**src/rtl/mdu_ctrl_pkg.sv**
```systemverilog
// Shared op codes, FSM state type and helpers for the EXE-stage mult/div controller.
// Latency: n/a (declarations only).
// Backpressure: n/a.
// Contents: EXE_*_OP op codes for the four mult/div ops, mdu_state_e, op classification helpers.
package mdu_ctrl_pkg;

   // Op codes shared with the single-cycle ALU decode space.
   localparam logic [7:0] EXE_MULT_OP  = 8'b0001_1000;
   localparam logic [7:0] EXE_MULTU_OP = 8'b0001_1001;
   localparam logic [7:0] EXE_DIV_OP   = 8'b0001_1010;
   localparam logic [7:0] EXE_DIVU_OP  = 8'b0001_1011;

   typedef enum logic [1:0] {
      ST_IDLE = 2'd0,
      ST_MULT = 2'd1,
      ST_DIV  = 2'd2,
      ST_DONE = 2'd3
   } mdu_state_e;

   function automatic logic is_md_op(input logic [7:0] op);
      return (op == EXE_MULT_OP) || (op == EXE_MULTU_OP) ||
             (op == EXE_DIV_OP)  || (op == EXE_DIVU_OP);
   endfunction

   function automatic logic is_mult_op(input logic [7:0] op);
      return (op == EXE_MULT_OP) || (op == EXE_MULTU_OP);
   endfunction

   function automatic logic is_signed_op(input logic [7:0] op);
      return (op == EXE_MULT_OP) || (op == EXE_DIV_OP);
   endfunction

endpackage

```
**src/rtl/mdu_ctrl_div_iter.sv**
```systemverilog
// One restoring-divide step: shift {rem,quot} left by one, trial-subtract divisor, keep if nonnegative.
// Latency: combinational.
// Backpressure: none.
// Ports: rem_i/quot_i/dvsr_i current partial state and divisor; rem_o/quot_o next partial state.
module mdu_ctrl_div_iter (
   input  logic [31:0] rem_i,
   input  logic [31:0] quot_i,
   input  logic [31:0] dvsr_i,
   output logic [31:0] rem_o,
   output logic [31:0] quot_o
);

   logic [32:0] shifted;
   logic [32:0] diff;

   always_comb begin
      // rem < divisor always holds, so the shifted remainder fits in 33 bits.
      shifted = {rem_i, quot_i[31]};
      diff    = shifted - {1'b0, dvsr_i};
      if (!diff[32]) begin
         rem_o  = diff[31:0];
         quot_o = {quot_i[30:0], 1'b1};
      end else begin
         // Restore: a failed trial means shifted < divisor, so bit 32 is zero.
         rem_o  = shifted[31:0];
         quot_o = {quot_i[30:0], 1'b0};
      end
   end

endmodule

```
**src/rtl/mdu_ctrl.sv**
```systemverilog
// Multi-cycle MULT/MULTU/DIV/DIVU controller beside the EXE-stage ALU, delivering {hi,lo} for HILO writeback.
// Latency: from accept cycle 0, DIV/DIVU ready in cycle 33, MULT/MULTU in cycle 2, divide-by-zero in cycle 1.
// Backpressure: stall (combinational) holds IF/ID/EXE until the result cycle; flush annuls in-flight work.
// Ports: clk/rst; num1/num2 operands; alucontrol op; start/flush controls; stall, ready pulse, hi_o/lo_o result.
module mdu_ctrl
   import mdu_ctrl_pkg::*;
#(
   parameter int DIV_CYCLES = 32
) (
   input  logic        clk,
   input  logic        rst,
   input  logic [31:0] num1,
   input  logic [31:0] num2,
   input  logic [7:0]  alucontrol,
   input  logic        start,
   input  logic        flush,
   output logic        stall,
   output logic        ready,
   output logic [31:0] hi_o,
   output logic [31:0] lo_o
);

   mdu_state_e  state_q;
   logic [4:0]  cnt_q;
   logic        ready_q;
   logic [31:0] hi_q;
   logic [31:0] lo_q;
   // a_q: multiplicand, or dividend magnitude that shifts into the quotient.
   // b_q: multiplier, or divisor magnitude.
   logic [31:0] a_q;
   logic [31:0] b_q;
   logic [31:0] rem_q;
   logic        sgn_q;
   logic        qneg_q;
   logic        rneg_q;

   logic        accept;
   logic [31:0] iter_rem;
   logic [31:0] iter_quot;
   logic [31:0] quot_fix;
   logic [31:0] rem_fix;
   logic [63:0] mul_a;
   logic [63:0] mul_b;
   logic [63:0] prod;
   logic        in_signed;

   mdu_ctrl_div_iter u_div_iter (
      .rem_i  (rem_q),
      .quot_i (a_q),
      .dvsr_i (b_q),
      .rem_o  (iter_rem),
      .quot_o (iter_quot)
   );

   assign accept    = start && is_md_op(alucontrol) && !flush;
   assign in_signed = is_signed_op(alucontrol);

   always_comb begin
      // The low 64 bits of a product of sign-extended operands equal the signed product.
      mul_a    = {{32{sgn_q & a_q[31]}}, a_q};
      mul_b    = {{32{sgn_q & b_q[31]}}, b_q};
      prod     = mul_a * mul_b;
      quot_fix = qneg_q ? (32'd0 - iter_quot) : iter_quot;
      rem_fix  = rneg_q ? (32'd0 - iter_rem) : iter_rem;
   end

   always_comb begin
      stall = 1'b0;
      if (!rst && !flush) begin
         case (state_q)
            ST_IDLE: stall = accept;
            ST_MULT: stall = 1'b1;
            ST_DIV:  stall = 1'b1;
            default: stall = 1'b0;
         endcase
      end
   end

   always_ff @(posedge clk) begin
      if (rst) begin
         state_q <= ST_IDLE;
         cnt_q   <= 5'd0;
         ready_q <= 1'b0;
         hi_q    <= 32'd0;
         lo_q    <= 32'd0;
         a_q     <= 32'd0;
         b_q     <= 32'd0;
         rem_q   <= 32'd0;
         sgn_q   <= 1'b0;
         qneg_q  <= 1'b0;
         rneg_q  <= 1'b0;
      end else if (flush) begin
         // Annul: drop back to idle, leave the last delivered result in place.
         state_q <= ST_IDLE;
         ready_q <= 1'b0;
      end else begin
         case (state_q)
            ST_IDLE: begin
               ready_q <= 1'b0;
               if (accept) begin
                  sgn_q <= in_signed;
                  if (is_mult_op(alucontrol)) begin
                     a_q     <= num1;
                     b_q     <= num2;
                     state_q <= ST_MULT;
                  end else if (num2 == 32'd0) begin
                     hi_q    <= num1;
                     lo_q    <= 32'hFFFF_FFFF;
                     ready_q <= 1'b1;
                     state_q <= ST_DONE;
                  end else begin
                     a_q     <= (in_signed && num1[31]) ? (32'd0 - num1) : num1;
                     b_q     <= (in_signed && num2[31]) ? (32'd0 - num2) : num2;
                     rem_q   <= 32'd0;
                     cnt_q   <= 5'd0;
                     qneg_q  <= in_signed && (num1[31] ^ num2[31]);
                     rneg_q  <= in_signed && num1[31];
                     state_q <= ST_DIV;
                  end
               end
            end
            ST_MULT: begin
               hi_q    <= prod[63:32];
               lo_q    <= prod[31:0];
               ready_q <= 1'b1;
               state_q <= ST_DONE;
            end
            ST_DIV: begin
               rem_q <= iter_rem;
               a_q   <= iter_quot;
               cnt_q <= cnt_q + 5'd1;
               if (cnt_q == 5'(DIV_CYCLES - 1)) begin
                  hi_q    <= rem_fix;
                  lo_q    <= quot_fix;
                  ready_q <= 1'b1;
                  state_q <= ST_DONE;
               end
            end
            default: begin
               // DONE: the same instruction is still in EXE, so start is ignored here.
               ready_q <= 1'b0;
               state_q <= ST_IDLE;
            end
         endcase
      end
   end

   assign ready = ready_q;
   assign hi_o  = hi_q;
   assign lo_o  = lo_q;

endmodule

```
**config.mk**
```make
export PLATFORM = sky130hd
export DESIGN_NAME = mdu_ctrl
export DESIGN_NICKNAME = d
export VERILOG_FILES = /design/src/rtl/mdu_ctrl_pkg.sv /design/src/rtl/mdu_ctrl_div_iter.sv /design/src/rtl/mdu_ctrl.sv
export SDC_FILE = /design/constraint.sdc
export NUM_CORES = 2
export LEC_CHECK = 0
export ABC_CLOCK_PERIOD_IN_PS = 20800
export BUFFER_PORTS_ARGS = -buffer_cell sky130_fd_sc_hd__buf_2
export CAP_MARGIN = 10
export CORE_MARGIN = 5
export CORE_UTILIZATION = 56
export DETAILED_ROUTE_END_ITERATION = 8
export GPL_ROUTABILITY_DRIVEN = 1
export HOLD_SLACK_MARGIN = 0.02
export PLACE_DENSITY = 0.73
export SLEW_MARGIN = 0
export SYNTH_ARGS = -nofsm -noshare
export SYNTH_HDL_FRONTEND = slang
export SYNTH_SLANG_ARGS = --single-unit
```
**constraint.sdc**
```tcl
create_clock -name clk -period 20.8 [get_ports clk]
set_clock_uncertainty 0.15 [all_clocks]
set_input_delay 4.16 -clock clk [delete_from_list [all_inputs] [get_ports clk]]
set_output_delay 4.16 -clock clk [all_outputs]
set_load 0.02 [all_outputs]
```
## Yosys cells after proc, flatten, opt, wreduce, memory -nomap -nowiden

Cells that the tools add are included.

| storage, ports and cells | value |
|---|---|
| register bits | 171 |
| bits in latches | 0 |
| memory bits (writable) | 0 |
| bits in read-only memories | 0 |
| bits of input ports | 76 |
| output and inout bits | 66 |
| word-level logic and storage cells | 105 |
| memories | 0 |

| operators by class | value |
|---|---|
| add/subtract/negate cells | 6 |
| multiply operators | 1 |
| divide/modulo/power cells | 0 |
| $lt $le $gt $ge | 0 |
| eq/ne operators | 14 |
| shifts and indexed selects | 0 |
| muxes and demuxes | 42 |
| bitwise gates (word level) | 6 |
| reductions and logical operators | 25 |

Operators with widths:

| operator | number |
|---|---|
| 32-bit 2-to-1 mux | 21 |
| 32-bit case mux with 3 select lines | 2 |
| 32-bit case mux with 2 select lines | 2 |
| 1-bit by 32-bit subtractor with 32-bit output, first input constant | 4 |
| 33-bit by 33-bit multiplier with 64-bit output | 1 |
| 33-bit by 32-bit subtractor with 33-bit output | 1 |
| 8-bit by 5-bit equality test with 1-bit output, second input constant | 4 |
| 32-bit zero test | 1 |
| 5-bit 2-to-1 mux | 3 |
| 2-bit inequality test, second input constant | 6 |
| 5-bit case mux with 2 select lines | 1 |
| 5-bit AND reduction | 2 |
| 4-bit AND reduction | 2 |
| 1-bit 2-to-1 mux | 7 |
| 1-bit logical AND | 6 |
| 2-bit 2-to-1 mux | 3 |
| 2-bit case mux with 3 select lines | 1 |
| 6-bit AND reduction | 1 |
| 5-bit by 1-bit adder with 5-bit output, second input constant | 1 |
| 5-bit equality test, second input constant | 1 |
| 1-bit logical OR | 4 |
| 2-bit OR reduction | 2 |
| 3-bit inequality test, second input constant | 1 |
| 1-bit NOT | 3 |
| 12 further kinds | 14 |

## Logic depth before layout (Yosys ltp)

| depth | value |
|---|---|
| word-level depth | 8 |
| gate-level depth with buffers | 33 |
| gate-level depth less buffers | 30 |

## Hierarchy

From an unflattened synthesis, not the netlist that was laid out.

| unflattened totals | value |
|---|---|
| cell total of the unflattened synthesis | 5,876 |
| area total of the unflattened synthesis | 50,697.4 µm² |

Modules (own cells, without submodules):

| module | instances | cells an instance | area each (µm²) | seq. area each (µm²) |
|---|---|---|---|---|
| mdu_ctrl | 1 | 5,540 | 48,106.1 | 3,423.3 |
| mdu_ctrl_div_iter | 1 | 336 | 2,591.2 | 0.0 |

## Least setup slack after synthesis

Ideal clock, no wire load.

| timing | value |
|---|---|
| path kind | input port to output port |
| start | input alucontrol[2] |
| end | output stall |
| arrival time | 6.145 ns |
| required time | 16.490 ns |
| path slack | 10.345 ns |
| stages on the path | 6 |
| path buffers | 0 |
| cell sequence | nand2b_1 -> nor3_1 -> nand3b_1 -> nor3b_1 -> nand2_1 -> a2111oi_0 |

| on the way | value |
|---|---|
| longest elaborated chain between the ends | 8 |
| elaborated cells on any way between the ends | 11 |
| those cells by class | eq/ne: 4; mux: 2; reduce/logical: 5 |

Ends and longest elaborated chain:

| element | line | source |
|---|---|---|
| start: declaration | mdu_ctrl.sv:14 | `input logic [7:0] alucontrol,` |
| 8-bit by 5-bit equality test with 1-bit output | mdu_ctrl_pkg.sv:21 | `return (op == EXE_MULT_OP) \|\| (op == EXE_MULTU_OP) \|\|` |
| 1-bit logical OR (2 in a row) | mdu_ctrl_pkg.sv:21 |  |
| 1-bit logical OR * | mdu_ctrl_pkg.sv:22 | `(op == EXE_DIV_OP) \|\| (op == EXE_DIVU_OP);` |
| 1-bit logical AND * (2 in a row) | mdu_ctrl.sv:55 | `assign accept = start && is_md_op(alucontrol) && !flush;` |
| 1-bit case mux with 2 select lines * | mdu_ctrl.sv:70 | `case (state_q)` |
| 1-bit 2-to-1 mux * | mdu_ctrl.sv:69 | `if (!rst && !flush) begin` |
| end: declaration | mdu_ctrl.sv:17 | `output logic stall,` |

Every way passes the cells marked *; elsewhere a longest branch is shown, timed or not.

## Worst setup path in the final report

Same ends and word-level chain as after synthesis.

==> run summary <==
Area share of the largest cell type after synthesis: 0.4441. After synthesis the netlist holds a flip-flop and latch count of 171. The global-route track usage on met3 came out at 0.06467. The type of the worst setup path is in2out. Most crowded layer after global routing: met2. Across all layers, the routed design uses 41,895 vias. The completed layout was analyzed and its total power is 0.0007873 W. For this run, the leading register cell type out of synthesis is sky130_fd_sc_hd__dfxtp_1. The later pin in the worst-skew pair is clocked with a latency of 500 ps.

Sequential area share after synthesis: 0.06744. By instance count, the leading cell after synthesis is sky130_fd_sc_hd__inv_1. The share of synthesized flip-flops with an asynchronous set or reset works out to 0. Of all nets on the critical path, the largest fanout is 10. Clock tree synthesis selected as its root buffer the cell sky130_fd_sc_hd__clkbuf_16. Port buffering added 141 buffers. The minimum clock period was 10,490 ps.

For this design the static power due to leakage is 25.08 nW. The fraction of final layout cells sized beyond drive strength 1 is 0.05415, and the maximum vdd ir drop is 0.00006557 V. The element type at the critical path start is an input pin.

The adder and majority gate portion of the synthesized area works out to 0.5069. The horizontal extent of the die came out at 311.1 µm. For this run, the detailed router's first-pass iteration total came to 6.

Sorting the synthesized cells by how often they occur yields sky130_fd_sc_hd__inv_1, sky130_fd_sc_hd__fa_1, sky130_fd_sc_hd__nand2_1. For the area of the die, the log shows 96,770 µm². The H-tree generated during clock tree synthesis spans 4 levels. The worst-case headroom to the max-slew limit was 0.1867; the total DRC errors in the routed layout was 0. The chip height is 311.1 µm. Setup total negative slack on the finished layout was measured at 0 ps.

The most area-hungry cell type in the Yosys netlist was sky130_fd_sc_hd__fa_1. In the final routed layout, each cell accounts on average for 22.14 µm. For the CTS sink count, the log shows 171. STA classifies the critical path endpoint as an output port. For the starting DRC count in detailed routing, the log shows 4,084.

Setup repair after global routing left no endpoint under its margin. Once detailed placement completed, the half-perimeter wirelength came to 120.4 mm. For the global-route congestion overflow total, the log shows 0.

The average instance in the mapped netlist occupies 8.470 µm². At the pin with the least slew margin, the transition time is 1220 ps. Number of fill cells in the layout: 8,098.

For the worst setup path, the data required time is 16,490 ps. For the number of endpoints with negative hold slack in the final report, the log shows 0. Setup violations remaining at the end of the flow were counted as 0.

TritonCTS built the clock tree. The number of antenna violations at the first check in global routing is 10. Post-CTS timing repair inserted 0 buffers for setup. The worst path arrival time was 6180 ps. Sorting the synthesized cells by area gives the leading types as sky130_fd_sc_hd__fa_1, sky130_fd_sc_hd__inv_1, sky130_fd_sc_hd__nand2_1, sky130_fd_sc_hd__dfxtp_1, sky130_fd_sc_hd__ha_1.

The multiplexer share of the synthesized area was 0.005028. Clock transition at the registers of the reported paths: 70 ps. The met2 layer usage reported by global route is 0.5243, and the initial cell density of the core is 0.5640. The number of clock buffers added by TritonCTS is 17. The final clock period utilization by the worst path works out to 0.5042. The final core utilization came out at 0.5863. After detailed routing, the total wire length is 156.1 mm. Cell area power density: 14.92 nW/µm². The achievable clock frequency is 0.09535 GHz, and the first-pass GRT wire length is 247.2 mm. The number of gates resized after CTS was 0. The flow ran to the end, and the final reports show no timing, DRC or antenna violations. The number of buffers on the longest clock path was 2; the count of yosys warnings during synthesis was 0. The tools report the number of global-route vias before repair as 43,899. The run gives 73 as the pin count of the biggest net entering global routing.

The total count of max-transition violations in the final report came out at 0. The logs give 0.4250 for the met1 demand-to-capacity share in global routing and 0 for the number of buffers added to fix hold violations after cts. The simple logic cell fraction of the synthesized area is 0.1715. The number of nets produced by synthesis is 7,450. The area fraction in compound gates after synthesis came out at 0.09849.

The cell count after synthesis came out at 5,993. The count of cell types in the netlist is 91, and the standard-cell row count is 110. The synthesized design contains 0 enable-type register cells.

Pin placement for this block handled 142 I/O pins. Class of the worst hold path: reg2reg. Area growth from synthesis to final layout: 3.966%.

The all-layer global routing usage is 0.3254. After synthesis, the largest family of logic cells by area is adder cells. The detail-routed via count per cell is 5.941. The xor-xnor portion of the synthesized cell area was 0.03347. The logs give 0 for the reported max-cap violation count and 7,317 for the final net count.

The detail route stage leaves a number of antenna-violating nets equal to 0. The floorplan step defined a core boundary enclosing 90,010 µm². Final weighted congestion in routability-driven placement: 0.9900.

The cell area after synthesis came out at 50,760 µm².
sequential cells by signal, summed over array words and instances (netlist names), 2 cells and up:
register	count
a_q	32
b_q	32
hi_o	32
lo_o	32
rem_q	32
cnt_q	5
state_q	2
power by group:
group	switching (W)	internal, W
clock network	0.000184	0.000167
logic	0.0000732	0.0000352
registers	0.000000366	0.000327
critical path, stage by stage:
cell and delay, ps:
sky130_fd_sc_hd__buf_2 90, sky130_fd_sc_hd__nand2b_1 150, sky130_fd_sc_hd__nor3_1 150, sky130_fd_sc_hd__nand3b_1 150
sky130_fd_sc_hd__nor3b_1 260, sky130_fd_sc_hd__nand2_1 350, sky130_fd_sc_hd__a2111oi_0 600, sky130_fd_sc_hd__buf_2 260
stage by stage:
stage / std cells / area [µm²] / setup slack (ps) / hold WS, ps
3_3_place_gp: 7016 / 52160 / 10440 / 290.7
4_1_cts: 7048 / 52760 / 10290 / 311.0
6_report: 7052 / 52780 / 10310 / 308.4
2_1_floorplan: 5993 / 50760 / 10340 / 286.2
3_5_place_dp: 7016 / 52160 / 10350 / 299.7
5_1_grt: 7050 / 52770 / 9895 / 320.5
cells in the final DEF, fill, tap and decap left out, types with 17 or more instances in the layout:
cell and instances:
sky130_fd_sc_hd__inv_1 1191, sky130_fd_sc_hd__fa_1 1126, sky130_fd_sc_hd__nand2_1 958, sky130_fd_sc_hd__and2_1 316
sky130_fd_sc_hd__nor2_1 266, sky130_fd_sc_hd__ha_1 253, sky130_fd_sc_hd__a21oi_1 203, sky130_fd_sc_hd__dfxtp_1 168
sky130_fd_sc_hd__o21ai_0 161, sky130_fd_sc_hd__buf_2 140, sky130_fd_sc_hd__xnor2_1 123, sky130_fd_sc_hd__buf_4 88
sky130_fd_sc_hd__nand3_1 74, sky130_fd_sc_hd__xor2_1 71, sky130_fd_sc_hd__nor3_1 63, sky130_fd_sc_hd__a211oi_1 55
sky130_fd_sc_hd__a21o_1 44, sky130_fd_sc_hd__and3_1 38, sky130_fd_sc_hd__o211ai_1 37, sky130_fd_sc_hd__a221oi_1 34
sky130_fd_sc_hd__o31ai_1 31, sky130_fd_sc_hd__or3_1 30, sky130_fd_sc_hd__nor4_1 26, sky130_fd_sc_hd__nand4_1 24
sky130_fd_sc_hd__a31oi_1 21, sky130_fd_sc_hd__o41ai_1 20, sky130_fd_sc_hd__nand2b_1 19, sky130_fd_sc_hd__or2_2 17
sky130_fd_sc_hd__clkbuf_16 17
area by class of cell:
class	count	area [µm²]	share of cell area
Tap cell	1176	1471	0.02788
Sequential cell	171	3427	0.06493
Multi-Input combinational cell	4248	41420	0.7849
Inverter	1193	4478	0.08485
Clock inverter	13	150.1	0.002845
Clock buffer	19	452.9	0.008582
Antenna cell	3	7.507	0.0001422
Timing Repair Buffer	229	1366	0.02589
final timing paths:
path / startpoint / end / slack [ps] / depth (start not counted)
max reg2reg: sgn_q$_SDFFE_PP0P_ / hi_o[30]$_SDFFE_PP0P_ / 10550 / 29
max: alucontrol[2] / stall / 10310 / 8
min: hi_o[2]$_SDFFE_PP0P_ / hi_o[2]$_SDFFE_PP0P_ / 310 / 2
min reg2reg: hi_o[2]$_SDFFE_PP0P_ / hi_o[2]$_SDFFE_PP0P_ / 310 / 2
kinds of logic after synthesis:
logic type,Yosys count
multiplexers,24
flip-flops,171
buffers and inverters,1574
AO/OA/AOI/OAI,758
AND/OR/NAND/NOR,1891
XOR/XNOR,194
adder cells (fa/ha/maj),1381
routing by layer:
layer  vias to the layer above  share of wire  routed length (µm)
met4                         4          0.062                9653
met3                       498          0.095               14870
met5                         -        0.00016                  25
li1                      18090              -                   -
met1                     21292           0.38               59190
met2                      2011           0.46               72410
(Power assumes the default switching activity.)
